==> src/rtl/fac_4_dec.sv <==
`default_nettype none
// ============================================================================
//  Module   : fac_4_dec
//  Purpose  : Two-stage valid/ready decoder from 9-bit shared-factor vectors
//             to GF(2^4) nibbles, with redundancy checks and error tracking.
//  Revision : 1.0
// ============================================================================
module fac_4_dec #(
    parameter int CNT_W = 8
) (
    input  logic             clk,
    input  logic             rst,
    input  logic             in_valid,
    output logic             in_ready,
    input  logic [8:0]       in_q,
    output logic             out_valid,
    input  logic             out_ready,
    output logic [3:0]       out_a,
    output logic             out_err,
    output logic             err_sticky,
    output logic [CNT_W-1:0] err_cnt,
    input  logic             clr_err
);

    localparam logic [CNT_W-1:0] c_CNT_MAX = {CNT_W{1'b1}};

    logic             r_s1_valid;
    logic [8:0]       r_s1_q;
    logic             r_out_valid;
    logic [3:0]       r_out_a;
    logic             r_out_err;
    logic             r_err_sticky;
    logic [CNT_W-1:0] r_err_cnt;

    logic             w_s2_adv;
    logic             w_s1_adv;
    logic             w_accept;
    logic             w_deliver;
    logic [1:0]       w_lo;
    logic [1:0]       w_hi;
    logic [1:0]       w_sum;
    logic [3:0]       w_chk;

    assign w_s2_adv  = ~r_out_valid | out_ready;
    assign w_s1_adv  = r_s1_valid & w_s2_adv;
    assign in_ready  = ~rst & (~r_s1_valid | w_s2_adv);
    assign w_accept  = in_valid & in_ready;
    assign w_deliver = r_out_valid & out_ready;

    // The sum triple only participates in checking, never in the decoded value.
    assign w_lo  = r_s1_q[1:0];
    assign w_hi  = r_s1_q[4:3];
    assign w_sum = r_s1_q[7:6];

    assign w_chk[0] = r_s1_q[2] != (r_s1_q[1] ^ r_s1_q[0]);
    assign w_chk[1] = r_s1_q[5] != (r_s1_q[4] ^ r_s1_q[3]);
    assign w_chk[2] = r_s1_q[8] != (r_s1_q[7] ^ r_s1_q[6]);
    assign w_chk[3] = w_sum != (w_hi ^ w_lo);

    always_ff @(posedge clk) begin
        if (rst) begin
            r_s1_valid  <= 1'b0;
            r_s1_q      <= '0;
            r_out_valid <= 1'b0;
            r_out_a     <= '0;
            r_out_err   <= 1'b0;
        end else begin
            if (w_s2_adv) begin
                r_out_valid <= r_s1_valid;
                if (r_s1_valid) begin
                    r_out_a   <= {w_hi, w_lo};
                    r_out_err <= |w_chk;
                end
            end
            if (w_accept) begin
                r_s1_valid <= 1'b1;
                r_s1_q     <= in_q;
            end else if (w_s1_adv) begin
                r_s1_valid <= 1'b0;
            end
        end
    end

    // Clear wins over a same-cycle erroneous delivery.
    always_ff @(posedge clk) begin
        if (rst) begin
            r_err_sticky <= 1'b0;
            r_err_cnt    <= '0;
        end else if (clr_err) begin
            r_err_sticky <= 1'b0;
            r_err_cnt    <= '0;
        end else if (w_deliver && r_out_err) begin
            r_err_sticky <= 1'b1;
            if (r_err_cnt != c_CNT_MAX) begin
                r_err_cnt <= r_err_cnt + 1'b1;
            end
        end
    end

    assign out_valid  = r_out_valid;
    assign out_a      = r_out_a;
    assign out_err    = r_out_err;
    assign err_sticky = r_err_sticky;
    assign err_cnt    = r_err_cnt;

endmodule
`default_nettype wire

==> config.mk <==
export PLATFORM = sky130hd
export DESIGN_NAME = fac_4_dec
export DESIGN_NICKNAME = d
export VERILOG_FILES = /design/src/rtl/fac_4_dec.sv
export SDC_FILE = /design/constraint.sdc
export NUM_CORES = 1
export LEC_CHECK = 0
export CORE_AREA = 2 2 51 62
export DETAILED_ROUTE_END_ITERATION = 10
export DIE_AREA = 0 0 53 64
export HOLD_SLACK_MARGIN = 0.08
export PLACE_DENSITY_LB_ADDON = 0.12
export SLEW_MARGIN = 20
export SYNTH_ARGS = -nofsm -noshare
export SYNTH_HDL_FRONTEND = slang
export SYNTH_SLANG_ARGS = --single-unit
==> constraint.sdc <==
create_clock -name clk -period 3.8 [get_ports clk]
set_clock_uncertainty 0.2 [all_clocks]
set_input_delay 0.95 -clock clk [delete_from_list [all_inputs] [get_ports clk]]
set_output_delay 0.95 -clock clk [all_outputs]
set_load 0.005 [all_outputs]
Word level (Yosys, flattened, before mapping)
Cells that the tools add are included.

word-level totals
  register bits after elaboration = 25
  bits of input ports = 14
  output and inout port bits = 16

operators by class
  muxes and demuxes = 2
  equality and inequality tests = 5
  bitwise operators = 13
  reduce and logical (&&, ||, !) cells = 6
  add/subtract/negate cells = 1

operators with widths
  cell                                          number
  adder 8 x 1 -> 8 bit (second input constant)  1
  != test 8 bit (second input constant)         1
  AND 1 bit                                     4
  AND reduction 2 bit                           2
  OR reduction 4 bit                            1
  != test 1 bit                                 3
  NOT 1 bit                                     3
  bitwise XOR 1 bit                             3
  two-way mux 1 bit                             2
  != test 2 bit                                 1
  bitwise OR 1 bit                              2
  nonzero test 2 bit                            1
  OR reduction 2 bit                            1
  bitwise XOR 2 bit                             1
  logical AND 1 bit                             1

Logic depth before layout (Yosys ltp)
Gate-level depths: netlist of the first run.

  depth after elaboration = 6
  gate-level depth with buffers = 5
  mapped depth without buffers = 5

Worst setup path after synthesis of the first run
No wires, ideal clock.

  kind = input-to-output
  start = input out_ready
  end = output in_ready
  path buffers = 0
  arrival time = 1.232 ns
  stages = 2
  setup slack = 1.418 ns
  cells stage by stage = nor2b_2 -> a21oi_4

between the ends
  cells in the longest elaborated chain, start to end = 3

RTL lines
  item                line  text
  start: declaration  17    input logic out_ready,
  bitwise OR 1 bit    44    assign w_s2_adv = ~r_out_valid | out_ready;
  bitwise OR 1 bit    46    assign in_ready = ~rst & (~r_s1_valid | w_s2_adv);
  AND 1 bit           46
  end: declaration    14    output logic in_ready,

Every way passes these cells.

Final worst setup path of the first run
Same ends and word-level chain as after synthesis.

==> results.txt, run 1 <==
status - finished, final reports clean
Reg-to-Reg Start - out_valid
Worst Reg-to-Reg Cells - 4
PortBufs - 29
Initial Util - 42.6%
diode count - 0
dpl cells - 178
critical path class - input pin to output pin
Die ar. - 3390 µm²
period utilization - 89.5%
# Post-CTS Setup Buffers - 0
asr flop ratio synth - 0%
Critical Path Source - out_ready
Worst Hold Class - flop to flop
Synth Register Bits - 25
Fin Setup TNS - 0 ns
post-synthesis mux area share - 14.6%
Non-Filler Instances - 182
layout cells sized above 1 - 10.1%
Pleak - 0.608 nW
Die Wd - 53 µm
sequential fraction of the synthesis area - 42.6%
vias in the first global route - 815
top cells by count, synth - dfxtp_1, nor2_1, nor2b_1
nets - 164
Worst-Margin Slew - 0.660 ns
xor/xnor share of the synthesized area - 7.34%
# fillers - 260
Die H - 64 µm
post-DP HPWL - 1.65 mm
vias after detailed routing - 912
worst hold start - err_sticky
final core occ - 55.5%
Residual DRC - 0
Synth-to-Final Area Change - 30.1%
synthesized cell area - 1180 µm²
H-tree lvl count - 1
data required time of the worst path - 2.65 ns
Critical Path, Cell by Cell - clkdlybuf4s50_1, nor2b_2, a21oi_4, clkdlybuf4s50_1
PD cells - 306 nW/µm²
WL final - 2.11 mm
Final WS setup - 0.398 ns
PostCTS Resize Cnt - 0
Final ANT Viol Nets - 0
Top Ports - 30
clk sinks - 25
WP data arrival - 2.25 ns
CTS Buf Count - 3
CTS tree - built
first-pass GRT wire length - 3.57 mm
Longest Clk Path Bufs - 2
initial antenna violation count - 0
post-synth top area share - 42.6%
CP peak stage delay - 0.52 ns
DR iter-0 viols - 6
Core Area - 2760 µm²
Syn Nets - 132
largest net degree at the start of global routing - 18
Synth area leader - dfxtp_1
worst hold stages - 2
critical path fanouts, max - 4
Startpoint Class - input pin
Max Cap Viol - 0
Post-synth EDFFs - 0
slew margin rel. - 55.9%
most frequent CP cell - clkdlybuf4s50_1
Syn. warnings - 0
simple-gate share of the synthesized area - 23.6%
peak supply drop - 162 µV
Tmin final - 3.40 ns
clock latency at the later pin of the worst-skew pair - 0.32 ns
gp weighted congestion - 0.695
wire length per cell - 11.6 µm
Synth cell types - 34
Crit. End Element - output pin
Hold Buf Count CTS - 0
unrepaired setup endpoints after global routing - no
Synth Area per Inst - 10.1 µm²
Root Buffer - clkbuf_4
Compound-Gate Fraction of Synth Area - 9.68%
Final Hold Vio Count - 0
Post-Synth Adder-Cell Area - 1.06%
Synth Instances - 117
dominant cell by count in the synthesized netlist - dfxtp_1
dpl ws - 0.390 ns
Max Slew Vio Count - 0
Clock Pin Slew Worst Setup and Hold Paths - 0.13 ns
fmax - 294 MHz
largest family of logic cells by synthesized area - simple AND/OR/NAND/NOR gates
num rows - 21
drt via density - 5.01
Pre-antenna DRT Iters - 4
final setup vio count - 0
largest cells by area after synthesis - dfxtp_1, mux2_1, nor2b_1, mux2i_1, nor2_1
Synth Flop Type - dfxtp_1
GRT Overall Usage - 14.4%
Worst path slowest cell - clkdlybuf4s50_1
remaining global-route overflow - 0
==> registers in the layout, indices dropped and copies added (netlist names) <==
name        flops
r_s1_q          9
err_cnt         8
out_a           4
err_sticky      1
out_err         1
out_valid       1
r_s1_valid      1
==> layout by cell type (no fill, tap or decap), types with 2 or more instances in the layout <==
cell type / synthesis / routed
clkdlybuf4s50_1: 0 / 29
dfxtp_1: 25 / 25
nor2_1: 17 / 17
nor2b_1: 12 / 12
mux2_1: 8 / 8
mux2i_1: 7 / 7
xor2_1: 6 / 6
nand2_1: 5 / 5
nand3_1: 3 / 3
clkbuf_4: 0 / 3
or2_1: 2 / 2
nand4_1: 2 / 2
a311oi_2: 2 / 2
xnor2_1: 2 / 2
and3_1: 2 / 2
a21oi_1: 2 / 2
or3_1: 2 / 2
==> metrics by stage <==
| step | hold slack [ns] | cell area [µm²] | total power [mW] |
|---|---|---|---|
| after global placement | 0.252 | 1500 | 0.356 |
| after floorplan | 0.264 | 1180 | 0.328 |
| after detailed placement | 0.272 | 1500 | 0.358 |
| after global routing | 0.327 | 1530 | 0.495 |
| final | 0.289 | 1530 | 0.468 |
| after CTS | 0.305 | 1530 | 0.478 |
==> cell families after synthesis <==
| logic type | count (synthesis) |
|---|---|
| simple gates | 51 |
| fa+ha+maj | 1 |
| flops | 25 |
| mux | 16 |
| buf+inv | 3 |
| xor+xnor | 9 |
| compound gates | 12 |
==> per-layer routing <==
metal,GRT usage [%],up-vias,routed length [µm]
met5,0,-,0
met4,7.69,0,47
met3,2.80,5,93
met2,24.8,22,1130
met1,16.2,417,832
li1,-,468,-
==> path summary, 6_finish.rpt <==
path | slack [ns] | to
worst max-delay path | 0.40 | in_ready
worst min-delay path | 0.29 | err_sticky
worst max register to register | 2.10 | out_err
worst min register to register | 0.29 | err_sticky
==> power by group <==
| group | internal, mW | leakage [nW] | switching, mW |
|---|---|---|---|
| Clock | 0.0394 | 0.0177 | 0.0779 |
| Combinational | 0.0411 | 0.386 | 0.0263 |
| Sequential | 0.273 | 0.204 | 0.0104 |
| Total | 0.354 | 0.608 | 0.115 |
==> layout make-up <==
| type | instances | area (µm²) | share of cell area [%] |
|---|---|---|---|
| Clock buffer | 3 | 22.5 | 1.47 |
| Sequential cell | 25 | 500 | 32.7 |
| Timing Repair Buffer | 30 | 298 | 19.5 |
| Tap cell | 34 | 42.5 | 2.78 |
| Multi-Input combinational cell | 89 | 662 | 43.3 |
| Clock inverter | 1 | 5.00 | 0.327 |
==> critical path: cells and delay by family <==
family                 cells  cell delay, ns
AND/OR/NAND/NOR            1            0.09
buffers and inverters      2            1.03
AO/OA/AOI/OAI              1            0.18
(Power assumes the default switching activity.)
==> run 2: changes to the inputs <==
CORE_AREA = 2 2 53 65   (was 2 2 51 62)
CTS_BUF_LIST = sky130_fd_sc_hd__clkbuf_16   (was unset)
DIE_AREA = 0 0 55 67   (was 0 0 53 64)
GPL_ROUTABILITY_DRIVEN = 0   (was unset)
==> results.txt, run 2 (same netlist as run 1, synthesis figures left out) <==
status - finished, final reports clean
PD cells - 363 nW/µm²
Largest register FFs - 9
GRT Overall Usage - 13.6%
first-pass GRT wire length - 3.68 mm
clock latency at the later pin of the worst-skew pair - 0.25 ns
data required time of the worst path - 2.65 ns
Crit. End Element - output pin
Final ANT Viol Nets - 0
Hold Buf Count CTS - 0
Pleak - 0.632 nW
initial antenna violation count - 0
Pre-antenna DRT Iters - 4
WP data arrival - 2.25 ns
hold endpoint - err_sticky
critical path class - input pin to output pin
final setup vio count - 0
Worst-Margin Slew - 0.638 ns
Residual DRC - 0
drt via density - 5.04
PostCTS Resize Cnt - 0
Worst Reg-to-Reg Cells - 5
Die ar. - 3690 µm²
nets - 164
Core Area - 3030 µm²
H-tree lvl count - 1
Longest Clk Path Bufs - 2
remaining global-route overflow - 0
final hold slack - 0.279 ns
Fin Setup TNS - 0 ns
Die Wd - 55 µm
Top Ports - 30
Non-Filler Instances - 184
Synth-to-Final Area Change - 34.7%
wire length per cell - 11.8 µm
worst hold stages - 2
slew margin rel. - 57.4%
CTS Buf Count - 3
largest net degree at the start of global routing - 18
fmax - 294 MHz
reg-to-reg endpoint - err_cnt[4]
most frequent cells in the layout - clkdlybuf4s50_1, dfxtp_1, nor2_1
DR iter-0 viols - 12
Max Cap Viol - 0
clk sinks - 25
Biggest register - r_s1_q
critical path fanouts, max - 4
Tmin final - 3.40 ns
Final Hold Vio Count - 0
vias in the first global route - 908
Clock Pin Slew Worst Setup and Hold Paths - 0.06 ns
layout cells sized above 1 - 9.46%
most common cell after layout, fill and taps aside - clkdlybuf4s50_1
Startpoint Class - input pin
diode count - 0
post-DP HPWL - 1.69 mm
Die H - 67 µm
Root Buffer - clkbuf_16
vias after detailed routing - 927
dpl cells - 180
peak supply drop - 179 µV
final core occ - 52.3%
# Post-CTS Setup Buffers - 0
PortBufs - 29
worst hold start - err_sticky
unrepaired setup endpoints after global routing - no
R2R Setup Slk - 2.10 ns
Reg-to-Reg Start - err_cnt[0]
WL final - 2.16 mm
num rows - 22
Worst Hold Class - flop to flop
period utilization - 89.4%
Initial Util - 38.8%
CTS tree - built
Max Slew Vio Count - 0
run 2: changes by cell type in the layout (fill, tap and decap cells not counted):
cell / change
clkinv_2: -1
clkbuf_4: -3
clkbuf_16: +3
inv_1: +1
run 2: cell type report:
| type | count | area, µm² |
|---|---|---|
| Tap cell | 36 | 45.0 |
| Sequential cell | 25 | 500 |
| Timing Repair Buffer | 30 | 298 |
| Fill cell | 310 | 1440 |
| Multi-Input combinational cell | 89 | 662 |
| Clock buffer | 3 | 75.1 |
| Clock inverter | 1 | 3.75 |
run 2: report_power, final:
part           total (mW)  internal (mW)  switching (mW)
Sequential          0.284          0.273          0.0104
Combinational      0.0669         0.0411          0.0258
Clock               0.224          0.140          0.0836
Total               0.574          0.455           0.120
run 2: worst max-delay path, cell delays in order:
cell and delay, ns:
clkdlybuf4s50_1 0.51, nor2b_2 0.09, a21oi_4 0.18, clkdlybuf4s50_1 0.52
run 2: through the flow:
step / setup slack [ns] / cell area [µm²] / total power, mW
6_report: 0.403 / 1580 / 0.574
3_3_place_gp: 0.413 / 1510 / 0.356
4_1_cts: 0.392 / 1580 / 0.585
3_5_place_dp: 0.389 / 1510 / 0.358
2_1_floorplan: 1.42 / 1180 / 0.328
5_1_grt: 0.346 / 1580 / 0.602
run 2: layer usage:
metal | part of all wire (%) | GRT usage, % | vias to the layer above
li1 | - | - | 467
met5 | 0 | 0 | -
met2 | 56 | 25.1 | 15
met1 | 40 | 14.6 | 443
met4 | 0.55 | 4.57 | 0
met3 | 3.3 | 2.69 | 2
run 2: worst max-delay path by stage:
| stage | slack (ns) | to | startpoint | depth (start not counted) |
|---|---|---|---|---|
| 5_1_grt | 0.35 | in_ready | out_ready | 4 |
| 6_report | 0.40 | in_ready | out_ready | 4 |
| 4_1_cts | 0.39 | in_ready | out_ready | 4 |
| 2_1_floorplan | 1.42 | in_ready | out_ready | 2 |
| 3_5_place_dp | 0.39 | in_ready | out_ready | 4 |
| 3_3_place_gp | 0.41 | in_ready | out_ready | 4 |
